<file path="src/rtl/uart_pkg.sv">
// Shared UART types: TX FSM states, line-control field layout and the
// parity helper used by both the transmitter and the receive-side checker.
package uart_pkg;

  typedef enum logic [2:0] {
    IDLE   = 3'd0,
    START  = 3'd1,
    DATA   = 3'd2,
    PARITY = 3'd3,
    STOP   = 3'd4
  } tx_state_t;

  localparam int OVERSAMPLE_DEF = 16;

  // Bit positions of the line-control fields inside LCR
  localparam int LCR_WLS_LSB = 0;
  localparam int LCR_WLS_MSB = 1;
  localparam int LCR_STB_BIT = 2;
  localparam int LCR_PEN_BIT = 3;
  localparam int LCR_EPS_BIT = 4;
  localparam int LCR_SP_BIT  = 5;
  localparam int LCR_BRK_BIT = 6;

  // Per-frame configuration; field order mirrors LCR[5:0] so a slice casts directly
  typedef struct packed {
    logic       sticky_parity;
    logic       eps;
    logic       pen;
    logic       stb;
    logic [1:0] wls;
  } frame_cfg_t;

  // Parity over the wls+5 transmitted bits only; bits above the word length are masked
  function automatic logic parity_bit(input logic [7:0] data,
                                      input logic [1:0] wls,
                                      input logic       eps,
                                      input logic       sticky);
    logic [7:0] mask;
    logic [7:0] masked;
    mask   = 8'hFF >> (2'd3 - wls);
    masked = data & mask;
    if (sticky)
      return ~eps;
    else if (eps)
      return ^masked;
    else
      return ~(^masked);
  endfunction

endpackage

</file>
<file path="src/rtl/uart_tx.sv">
// UART transmit serializer: pops bytes from a first-word-fall-through FIFO and
// sends start, 5..8 data bits LSB first, optional parity and 1/1.5/2 stop bits,
// one bit per OVERSAMPLE baud pulses.
//
// state  | meaning
// IDLE   | line high; pops the FIFO head and launches a frame when non-empty
// START  | start bit (low)
// DATA   | data bits, LSB first, wls+5 of them
// PARITY | parity bit computed at launch
// STOP   | stop bits (high), 16/24/32 ticks
module uart_tx
  import uart_pkg::*;
#(
  parameter int OVERSAMPLE = OVERSAMPLE_DEF,
  parameter int CNT_W      = 5
) (
  input  logic       clk,
  input  logic       rst,
  input  logic       baud_pulse,
  input  logic [1:0] wls,
  input  logic       stb,
  input  logic       pen,
  input  logic       eps,
  input  logic       sticky_parity,
  input  logic       set_break,
  input  logic       fifo_empty_i,
  input  logic [7:0] fifo_data_i,
  output logic       fifo_pop_o,
  output logic       tx_o,
  output logic       tx_busy_o
);

  localparam logic [CNT_W-1:0] TICK_ONE  = CNT_W'(OVERSAMPLE - 1);
  localparam logic [CNT_W-1:0] TICK_HALF = CNT_W'(OVERSAMPLE + OVERSAMPLE / 2 - 1);
  localparam logic [CNT_W-1:0] TICK_TWO  = CNT_W'(2 * OVERSAMPLE - 1);

  tx_state_t        state_q, state_d;
  logic [CNT_W-1:0] tick_q, tick_d;
  logic [2:0]       bit_q, bit_d;
  logic [7:0]       shreg_q, shreg_d;
  frame_cfg_t       cfg_q, cfg_d;
  logic             par_q, par_d;
  logic             tx_q;
  logic             line_d;
  logic [6:0]       lcr_bus;
  frame_cfg_t       cfg_in;
  logic             brk;
  logic [CNT_W-1:0] bit_last;
  logic             bit_end;
  logic [2:0]       data_last;

  // Pack the live LCR inputs at their register positions
  always_comb begin
    lcr_bus                          = '0;
    lcr_bus[LCR_WLS_MSB:LCR_WLS_LSB] = wls;
    lcr_bus[LCR_STB_BIT]             = stb;
    lcr_bus[LCR_PEN_BIT]             = pen;
    lcr_bus[LCR_EPS_BIT]             = eps;
    lcr_bus[LCR_SP_BIT]              = sticky_parity;
    lcr_bus[LCR_BRK_BIT]             = set_break;
  end

  assign cfg_in    = frame_cfg_t'(lcr_bus[LCR_SP_BIT:LCR_WLS_LSB]);
  assign brk       = lcr_bus[LCR_BRK_BIT];
  assign data_last = {1'b0, cfg_q.wls} + 3'd4;

  // Terminal tick count of the current bit; only STOP can be longer than one bit
  always_comb begin
    bit_last = TICK_ONE;
    if (state_q == STOP) begin
      if (!cfg_q.stb)
        bit_last = TICK_ONE;
      else if (cfg_q.wls == 2'b00)
        bit_last = TICK_HALF;
      else
        bit_last = TICK_TWO;
    end
  end

  assign bit_end = baud_pulse && (tick_q == bit_last);

  // Next-state, counters, shift register and unregistered line level
  always_comb begin
    state_d    = state_q;
    tick_d     = tick_q;
    bit_d      = bit_q;
    shreg_d    = shreg_q;
    cfg_d      = cfg_q;
    par_d      = par_q;
    fifo_pop_o = 1'b0;
    line_d     = 1'b1;

    if (state_q != IDLE && baud_pulse) begin
      if (bit_end)
        tick_d = '0;
      else
        tick_d = tick_q + CNT_W'(1);
    end

    case (state_q)
      IDLE: begin
        line_d = 1'b1;
        // rst gate keeps the pop strobe quiet while reset holds the FSM in IDLE
        if (rst && !fifo_empty_i) begin
          fifo_pop_o = 1'b1;
          shreg_d    = fifo_data_i;
          cfg_d      = cfg_in;
          par_d      = parity_bit(fifo_data_i, cfg_in.wls, cfg_in.eps, cfg_in.sticky_parity);
          tick_d     = '0;
          bit_d      = '0;
          state_d    = START;
        end
      end
      START: begin
        line_d = 1'b0;
        if (bit_end)
          state_d = DATA;
      end
      DATA: begin
        line_d = shreg_q[0];
        if (bit_end) begin
          shreg_d = shreg_q >> 1;
          if (bit_q == data_last) begin
            bit_d   = '0;
            state_d = cfg_q.pen ? PARITY : STOP;
          end else begin
            bit_d = bit_q + 3'd1;
          end
        end
      end
      PARITY: begin
        line_d = par_q;
        if (bit_end)
          state_d = STOP;
      end
      STOP: begin
        line_d = 1'b1;
        if (bit_end)
          state_d = IDLE;
      end
      default: begin
        state_d = IDLE;
      end
    endcase
  end

  // State and datapath registers; tx line is registered so it lags the state by one clk
  always_ff @(posedge clk or negedge rst) begin
    if (!rst) begin
      state_q <= IDLE;
      tick_q  <= '0;
      bit_q   <= '0;
      shreg_q <= '0;
      cfg_q   <= '0;
      par_q   <= 1'b0;
      tx_q    <= 1'b1;
    end else begin
      state_q <= state_d;
      tick_q  <= tick_d;
      bit_q   <= bit_d;
      shreg_q <= shreg_d;
      cfg_q   <= cfg_d;
      par_q   <= par_d;
      tx_q    <= brk ? 1'b0 : line_d;
    end
  end

  assign tx_o      = tx_q;
  assign tx_busy_o = (state_q != IDLE);

endmodule

</file>
<file path="config.mk">
export PLATFORM = sky130hd
export DESIGN_NAME = uart_tx
export DESIGN_NICKNAME = d
export VERILOG_FILES = /design/src/rtl/uart_pkg.sv /design/src/rtl/uart_tx.sv
export SDC_FILE = /design/constraint.sdc
export NUM_CORES = 1
export LEC_CHECK = 0
export CAP_MARGIN = 20
export CORE_MARGIN = 10
export CORE_UTILIZATION = 57
export DETAILED_ROUTE_END_ITERATION = 10
export GPL_TIMING_DRIVEN = 0
export HOLD_SLACK_MARGIN = 0.12
export PLACE_DENSITY = 0.84
export RECOVER_POWER = 25
export SYNTH_ARGS = -nofsm -noshare
export SYNTH_HDL_FRONTEND = slang
export SYNTH_SLANG_ARGS = --single-unit
</file>
<file path="constraint.sdc">
create_clock -name clk -period 3.4 [get_ports clk]
set_clock_uncertainty 0.05 [all_clocks]
set_input_delay 0.68 -clock clk [delete_from_list [all_inputs] [get_ports clk]]
set_output_delay 0.68 -clock clk [all_outputs]
set_load 0.02 [all_outputs]
</file>
# Yosys cells after proc, flatten, opt, wreduce, memory -nomap -nowiden
# Index checks and enable logic that the tools add are counted.
# op_classes
n_addsub	4
eq_ne	12
shift	1
mux	28
bitwise	3
n_reduce_logical	12
# op_table
op	count
$mux 3	10
$mux 5	6
$mux 8	2
$pmux 8 s2	1
$pmux 3 s5	1
$ne 2x2->1 const B	6
$and 8x8->8	1
$reduce_xor 8->1	1
$shr 8x2->8 const A	1
$eq 3x2->1 const B	2
$pmux 3 s2	1
$reduce_and 6->1	1
$add 5x1->5 const B	1
$eq 5x5->1	1
$mux 1	5
$mux 4	1
$add 2x3->3 const B	1
$add 3x1->3 const B	1
$eq 3x1->1 const B	1
$eq 3x3->1	1
$eq 3x3->1 const B	1
$logic_and 1x1->1	3
$logic_not 3->1	1
$pmux 1 s3	1
8 further kinds	9
# word_totals
register_bits	25
in_bits	19
out_inout_bits	3
elab_cells	69

# Depth between registers and ports, before layout
# Gate-level depths: netlist (run 1).
# depth
ltp_word	10
depth_mapped	8
mapped_depth_nobuf	5

# Worst setup path before layout (run 1)
# No wires, ideal clock.
# synth_path
path_kind	reg2out
start	register state_q[0]
end	output port fifo_pop_o
arrival_time_ns	1.714
required_ns	2.670
path_slack_ns	0.956
stages_incl_launch_ff	7
n_path_buf	3
path_cell_list	dfrtp_1 -> buf_6 -> or3_1 -> buf_2 -> or3b_4 -> inv_1 -> buf_2
# synth_via
elab_chain_len	2
# synth_rtl
element	line_no	text
start, declared	uart_tx.sv:37	tx_state_t state_q, state_d;
start signal, assigned	uart_tx.sv:158	state_q <= state_d;
$logic_not 3->1	uart_tx.sv:100	case (state_q)
$mux 1	uart_tx.sv:100	
end, declared	uart_tx.sv:28	output logic fifo_pop_o,
# No other way between the ends.

# Final worst setup path (run 1)
# Same ends and word-level chain as after synthesis.

==> results of run 1 <==
[cells by family (layout without fill, tap and decap cells)]
group | Yosys count | in the layout | synth area share
DFF | 25 | 25 | 0.438
and+or+nand+nor | 67 | 67 | 0.235
buffers and inverters | 13 | 38 | 0.0472
AOI/OAI and AO/OA | 28 | 28 | 0.136
adders and majority gates | 2 | 2 | 0.0175
xor gates and xnor gates | 9 | 9 | 0.0647
muxes | 8 | 8 | 0.0612
[critical path, stage by stage, from the launching register on]
cell and delay (ns):
dfrtp_1 0.41, buf_6 0.13, or3_1 0.33, buf_2 0.16
or3b_4 0.39, inv_1 0.15, buf_2 0.24, dlygate4sd2_1 0.37
[where the power goes]
part           internal, mW  switching (mW)
Combinational         0.253           0.287
Sequential            0.433          0.0963
Clock                0.0440          0.0902
[per-stage QoR]
step / power (mW) / hold WS (ns) / util
finish: 1.20 / 0.281 / 0.699
CTS: 1.21 / 0.293 / 0.699
global route: 1.31 / 0.305 / 0.699
detailed placement: 1.08 / 0.404 / 0.690
global placement: 1.04 / 0.410 / 0.690
floorplan: 0.915 / 0.334 / -
[metal layers]
metal  up-vias  wire, um  GRT usage
met1       576      1430      0.165
met5         -         0          0
met3         2        84     0.0198
met2        21      1640      0.220
li1        587         -          -
met4         0        20     0.0570
[repair_timing]
item	4_1_cts	5_1_grt
setup buffers	0	0
gates resized for setup	6	0
endpoints found under the setup margin	1	0
[cell type report]
class / instances / area (um^2)
multi-input cells: 114 / 737
fillers: 185 / 732
flip-flops and latches: 25 / 627
repair buffers: 21 / 204
plain buffers: 6 / 41.3
well taps: 30 / 37.5
inverters: 7 / 26.3
clock buffers: 3 / 22.5
clock inverters: 1 / 5.00
[synthesized netlist by cell type (2+ instances only)]
library cell	n
nand2_1	34
buf_6	2
and3b_1	2
ha_1	2
nand3_1	10
xor2_1	2
buf_2	3
nor2_1	5
o211ai_1	3
o21ai_0	8
o2111ai_1	3
nand4_1	2
mux2i_1	2
inv_1	7
or3_1	3
mux2_2	6
xnor2_1	6
dfrtp_1	24
a21oi_1	3
[registers in the layout, summed over array words and instances (netlist names)]
register / flops
bit_q: 3
tx_o: 1
state_q: 3
cfg_q: 4
par_q: 1
shreg_q: 8
tick_q: 5
[worst max path at each step]
stage                                 startpoint    endpoint  cells after the start
after detailed placement                     rst  fifo_pop_o                      5
after CTS                 state_q[0]$_DFFE_PN0P_  fifo_pop_o                      7
final                     state_q[0]$_DFFE_PN0P_  fifo_pop_o                      7
after global placement                       rst  fifo_pop_o                      5
after floorplan           state_q[0]$_DFFE_PN0P_  fifo_pop_o                      6
after global routing      state_q[0]$_DFFE_PN0P_  fifo_pop_o                      7
==> metrics.csv, run 1 <==
stage,metric,value,unit
floorplan,io_pins,22,
logic_synthesis,yosysWarnings,0,
drt,post-route-drc-count,0,
pwr,ir_drop,0.000473,V
finish,layout-drive-gt1-share,0.113,
floorplan,initial_core_util,0.588,
finish,final_cell_mix,"nand2_1 (34), dfrtp_1 (24), clkdlybuf4s50_1 (19), nand3_1 (10), o21ai_0 (8)",
critical_path,r2r_setup_slack,1.01,ns
clock_network,hold_buffers,0,
timing,fin_ws,0.171,ns
finish,mostFrequentLayoutCell,nand2_1,
logic_synthesis,syn_area_per_cell,9.42,um^2
logic_synthesis,synth_edf_count,0,
timing,rsz0062_at_grt,no,
logic_synthesis,synthCells,152,
placed_design,place_congestion,0.790,
clock_network,cts_tree,yes,
finish,antenna_cells,0,
placed_design,pre_cts_ws,-0.844,ns
timing,worst_slew_pin_slew,0.570,ns
logic_synthesis,synth.yosys.seq_area_share,0.438,
grt,grt_max_degree,27,
logic_synthesis,yosysTopAreaCellShare,0.420,
floorplan,die_h,70.1,um
grt,grt.total_usage,0.132,
clock_network,worst_skew_pair.late_latency,0.32,ns
floorplan,coreArea,2430,um^2
finish,nets,199,
timing,setup_viol,0,
placed_design,dp_hpwl,2.40,mm
drt,wl_per_cell,15.3,um
floorplan,die_x,70.1,um
critical_path,cp.required,2.67,ns
finish,finalInstanceArea,1700,um^2
pwr,leakagePower,0.782,nW
logic_synthesis,synth.cell_area,1430,um^2
timing,fin_crit_sh,0.950,
timing,max_freq,310,MHz
floorplan,dieArea,4920,um^2
critical_path,worstSetupPathType,reg2out,
status,status,completed,
timing,max_slew_margin,0.620,
timing,hold_viol,0,
placed_design,dp.cells,203,
clock_network,h-tree-depth,1,
placed_design,io_buffers,21,
clock_network,cts_buffer_depth,2,
grt,antenna_found_initial,0,
drt,drt_iter0_markers,58,
drt,viasPerCell,5.73,
drt,dr.pass1.iters,4,
pwr,power.density,708,nW/um^2
logic_synthesis,synthArstFlopShare,1.00,
clock_network,clkSlewWorstSetupHoldPaths,0.14,ns
critical_path,crit_arrival,2.50,ns
floorplan,rows,18,
critical_path,end_kind,output port,
timing,setup_tns,0,ns
flow_run,cap_violations,0,
timing,drv_slew,0,
logic_synthesis,syn_nets,173,
grt,grt-ovfl-total,0,
grt,grt_pass1_vias,1214,
drt,wirelength,3.17,mm
clock_network,cts_buffers,3,
logic_synthesis,ys_seq_elements,25,
grt,grt_pass1_wl,5.58,mm
critical_path,reg2reg_to,shreg_q[6]$_DFFE_PN0P_,
hold_path,hold_class,in2async,
logic_synthesis,synth_area_leaders,"dfrtp_1 (42%), nand2_1 (8.9%), mux2_2 (4.7%)",
finish,layoutNonFillerInstCount,207,
critical_path,r2r-start,state_q[1]$_DFFE_PN0P_,
critical_path,ff2ff_path_depth,6,
drt,vias,1186,
critical_path,cp_max_fo,10,
logic_synthesis,yosys.area.top_type,dfrtp_1,
placed_design,placed_cell_area,1680,um^2
timing,layout_min_cycle_time,3.23,ns
clock_network,cts_sinks,25,
drt,ant_nets,0,
finish,syn2layout_area_growth,18.8,%
logic_synthesis,ys_types,44,
logic_synthesis,synthFlopType,dfrtp_1,
clock_network,cts_root_buffer,clkbuf_4,
critical_path,startpoint_type,flip-flop,
No activity file was read; power rests on OpenSTA's default activity.
==> inputs of run 2 (changes only) <==
--- a/config.mk
+++ b/config.mk
@@ -6,7 +6,7 @@
 export NUM_CORES = 1
 export LEC_CHECK = 0
 export CAP_MARGIN = 20
-export CORE_MARGIN = 10
+export CORE_MARGIN = 1.5
 export CORE_UTILIZATION = 57
 export DETAILED_ROUTE_END_ITERATION = 10
 export GPL_TIMING_DRIVEN = 0
==> run 2 against run 1 <==
Compared with the run above:
- core utilization grew 4.0 points
- sequential power is essentially flat
- design area shrank 0.15%
- first-iteration DRC count shrank 41%
- routed wire length shrank 8.5%
- sequential share of layout area grew 0.054 points
- flip-flop and latch count is the same
- die area shrank 43%
- non-clock buffer count is the same
==> metrics.csv, run 2 (synthesized netlist as in run 1, its figures left out) <==
stage,metric,value,unit,change
status,status,completed,,unchanged
finish,reg_top3,"shreg_q: 8 flops, tick_q: 5 flops, cfg_q: 4 flops",,unchanged
finish,antenna_cells,0,,unchanged
placed_design,place_congestion,0.796,,was 0.790
timing,worst_slew_pin_slew,0.556,ns,was 0.570 ns
drt,wl_per_cell,14.1,um,was 15.3 um
floorplan,coreArea,2300,um^2,was 2430 um^2
critical_path,cp_max_fo,10,,unchanged
clock_network,worst_skew_pair.late_latency,0.32,ns,about the same
timing,layout_min_cycle_time,3.21,ns,was 3.23 ns
drt,vias,1204,,"was 1,186"
grt,grt_pass1_vias,1201,,"was 1,214"
critical_path,cp.required,2.67,ns,about the same
placed_design,dp_hpwl,2.17,mm,was 2.40 mm
finish,nets,199,,unchanged
drt,ant_nets,0,,unchanged
placed_design,dp.cells,201,,was 203
timing,setup_tns,0,ns,unchanged
flow_run,cap_violations,0,,unchanged
finish,final_util,0.739,,was 0.699
placed_design,io_buffers,21,,unchanged
grt,grt.total_usage,0.244,,was 0.132
timing,hold_viol,0,,unchanged
critical_path,crit_arrival,2.48,ns,was 2.50 ns
critical_path,worstSetupPathType,reg2out,,unchanged
floorplan,die_x,53.1,um,was 70.1 um
timing,max_slew_margin,0.630,,was 0.620
timing,rsz0062_at_grt,no,,unchanged
finish,syn2layout_area_growth,18.6,%,was 18.8%
clock_network,cts_root_buffer,clkbuf_4,,unchanged
clock_network,hold_buffers,0,,unchanged
drt,wirelength,2.90,mm,was 3.17 mm
critical_path,startpoint_type,flip-flop,,unchanged
timing,fin_crit_sh,0.945,,was 0.950
clock_network,cts_sinks,25,,unchanged
floorplan,io_pins,22,,unchanged
finish,final_cell_mix,"nand2_1 (34), dfrtp_1 (24), clkdlybuf4s50_1 (19), nand3_1 (10), o21ai_0 (8)",,unchanged
clock_network,post_cts_buffers,0,,unchanged
drt,viasPerCell,5.87,,was 5.73
grt,grt-ovfl-total,0,,unchanged
critical_path,end_kind,output port,,unchanged
clock_network,cts_tree,yes,,unchanged
timing,drv_slew,0,,unchanged
finish,layout-drive-gt1-share,0.113,,unchanged
placed_design,placed_cell_area,1680,um^2,about the same
clock_network,post_cts_resized,6,,unchanged
floorplan,rows,17,,was 18
clock_network,cts_buffer_depth,2,,unchanged
finish,largest_reg_flops,8,,unchanged
pwr,leakagePower,0.782,nW,unchanged
drt,post-route-drc-count,0,,unchanged
timing,fin_ws,0.187,ns,was 0.171 ns
placed_design,pre_cts_ws,-0.824,ns,was -0.844 ns
finish,mostFrequentLayoutCell,nand2_1,,unchanged
floorplan,die_h,53.1,um,was 70.1 um
floorplan,dieArea,2820,um^2,was 4920 um^2
pwr,ir_drop,0.000452,V,was 0.000473 V
finish,finalInstanceArea,1700,um^2,about the same
clock_network,clkSlewWorstSetupHoldPaths,0.14,ns,about the same
timing,setup_viol,0,,unchanged
clock_network,h-tree-depth,1,,unchanged
finish,regMostFlops,shreg_q,,unchanged
drt,dr.pass1.iters,6,,was 4
drt,drt_iter0_markers,34,,was 58
floorplan,initial_core_util,0.623,,was 0.588
grt,grt_max_degree,27,,unchanged
timing,max_freq,311,MHz,was 310 MHz
finish,layoutNonFillerInstCount,205,,was 207
pwr,power.density,708,nW/um^2,about the same
clock_network,cts_buffers,3,,unchanged
hold_path,hold_class,in2async,,unchanged
grt,antenna_found_initial,0,,unchanged
grt,grt_pass1_wl,5.04,mm,was 5.58 mm
run 2: cell counts in the layout (fill, tap and decap cells not counted):
No cell type changed its count.
run 2: final timing paths:
check                                              end                    from  slack, ns  cells past startpoint
min in group clk                  cfg_q[2]$_DFFE_PN0P_    cfg_q[2]$_DFFE_PN0P_       0.44                      2
worst min-delay path            shreg_q[0]$_DFFE_PN0P_                     rst       0.27                      1
worst max register to register  shreg_q[1]$_DFFE_PN0P_  state_q[1]$_DFFE_PN0P_       1.04                      6
max in group asynchronous         cfg_q[1]$_DFFE_PN0P_                     rst       2.65                      1
worst max-delay path                        fifo_pop_o  state_q[0]$_DFFE_PN0P_       0.19                      7
worst min register to register    cfg_q[2]$_DFFE_PN0P_    cfg_q[2]$_DFFE_PN0P_       0.44                      2
run 2: critical path, cell delays in order, from the launching register on:
cell and delay, ns:
dfrtp_1 0.40, buf_6 0.13, or3_1 0.33, buf_2 0.16, or3b_4 0.38, inv_1 0.14, buf_2 0.26, dlygate4sd2_1 0.36
run 2: final cells by class:
cell class / instances / area (um^2)
tap: 28 / 35.0
timing repair buffer: 21 / 204
fill: 178 / 599
sequential: 25 / 627
clock buffer: 3 / 22.5
inverter: 7 / 26.3
buffer: 6 / 41.3
multi-input combinational: 114 / 737
clock inverter: 1 / 5.00
run 2: report_power, final:
| group | internal, mW | switching, mW |
|---|---|---|
| clock network | 0.0440 | 0.0876 |
| registers | 0.433 | 0.0975 |
| logic | 0.255 | 0.286 |
| total | 0.731 | 0.471 |
run 2: stage by stage:
step | power (mW) | hold slack, ns
6_report | 1.20 | 0.274
5_1_grt | 1.30 | 0.305
4_1_cts | 1.20 | 0.295
3_5_place_dp | 1.08 | 0.419
3_3_place_gp | 1.04 | 0.410
2_1_floorplan | 0.915 | 0.334
run 2: metal layers:
metal / global-route usage / share of wire
met1: 0.305 / 0.46
met2: 0.440 / 0.50
met3: 0.0282 / 0.030
met4: 0.0726 / 0.0086
met5: 0 / 0
==> inputs of run 3 (changes only) <==
--- a/config.mk
+++ b/config.mk
@@ -12,7 +12,6 @@
 export GPL_TIMING_DRIVEN = 0
 export HOLD_SLACK_MARGIN = 0.12
 export PLACE_DENSITY = 0.84
-export RECOVER_POWER = 25
 export SYNTH_ARGS = -nofsm -noshare
 export SYNTH_HDL_FRONTEND = slang
 export SYNTH_SLANG_ARGS = --single-unit
==> results of run 3 <==
The final DEF is identical to that of run 2; final timing and power are the same.
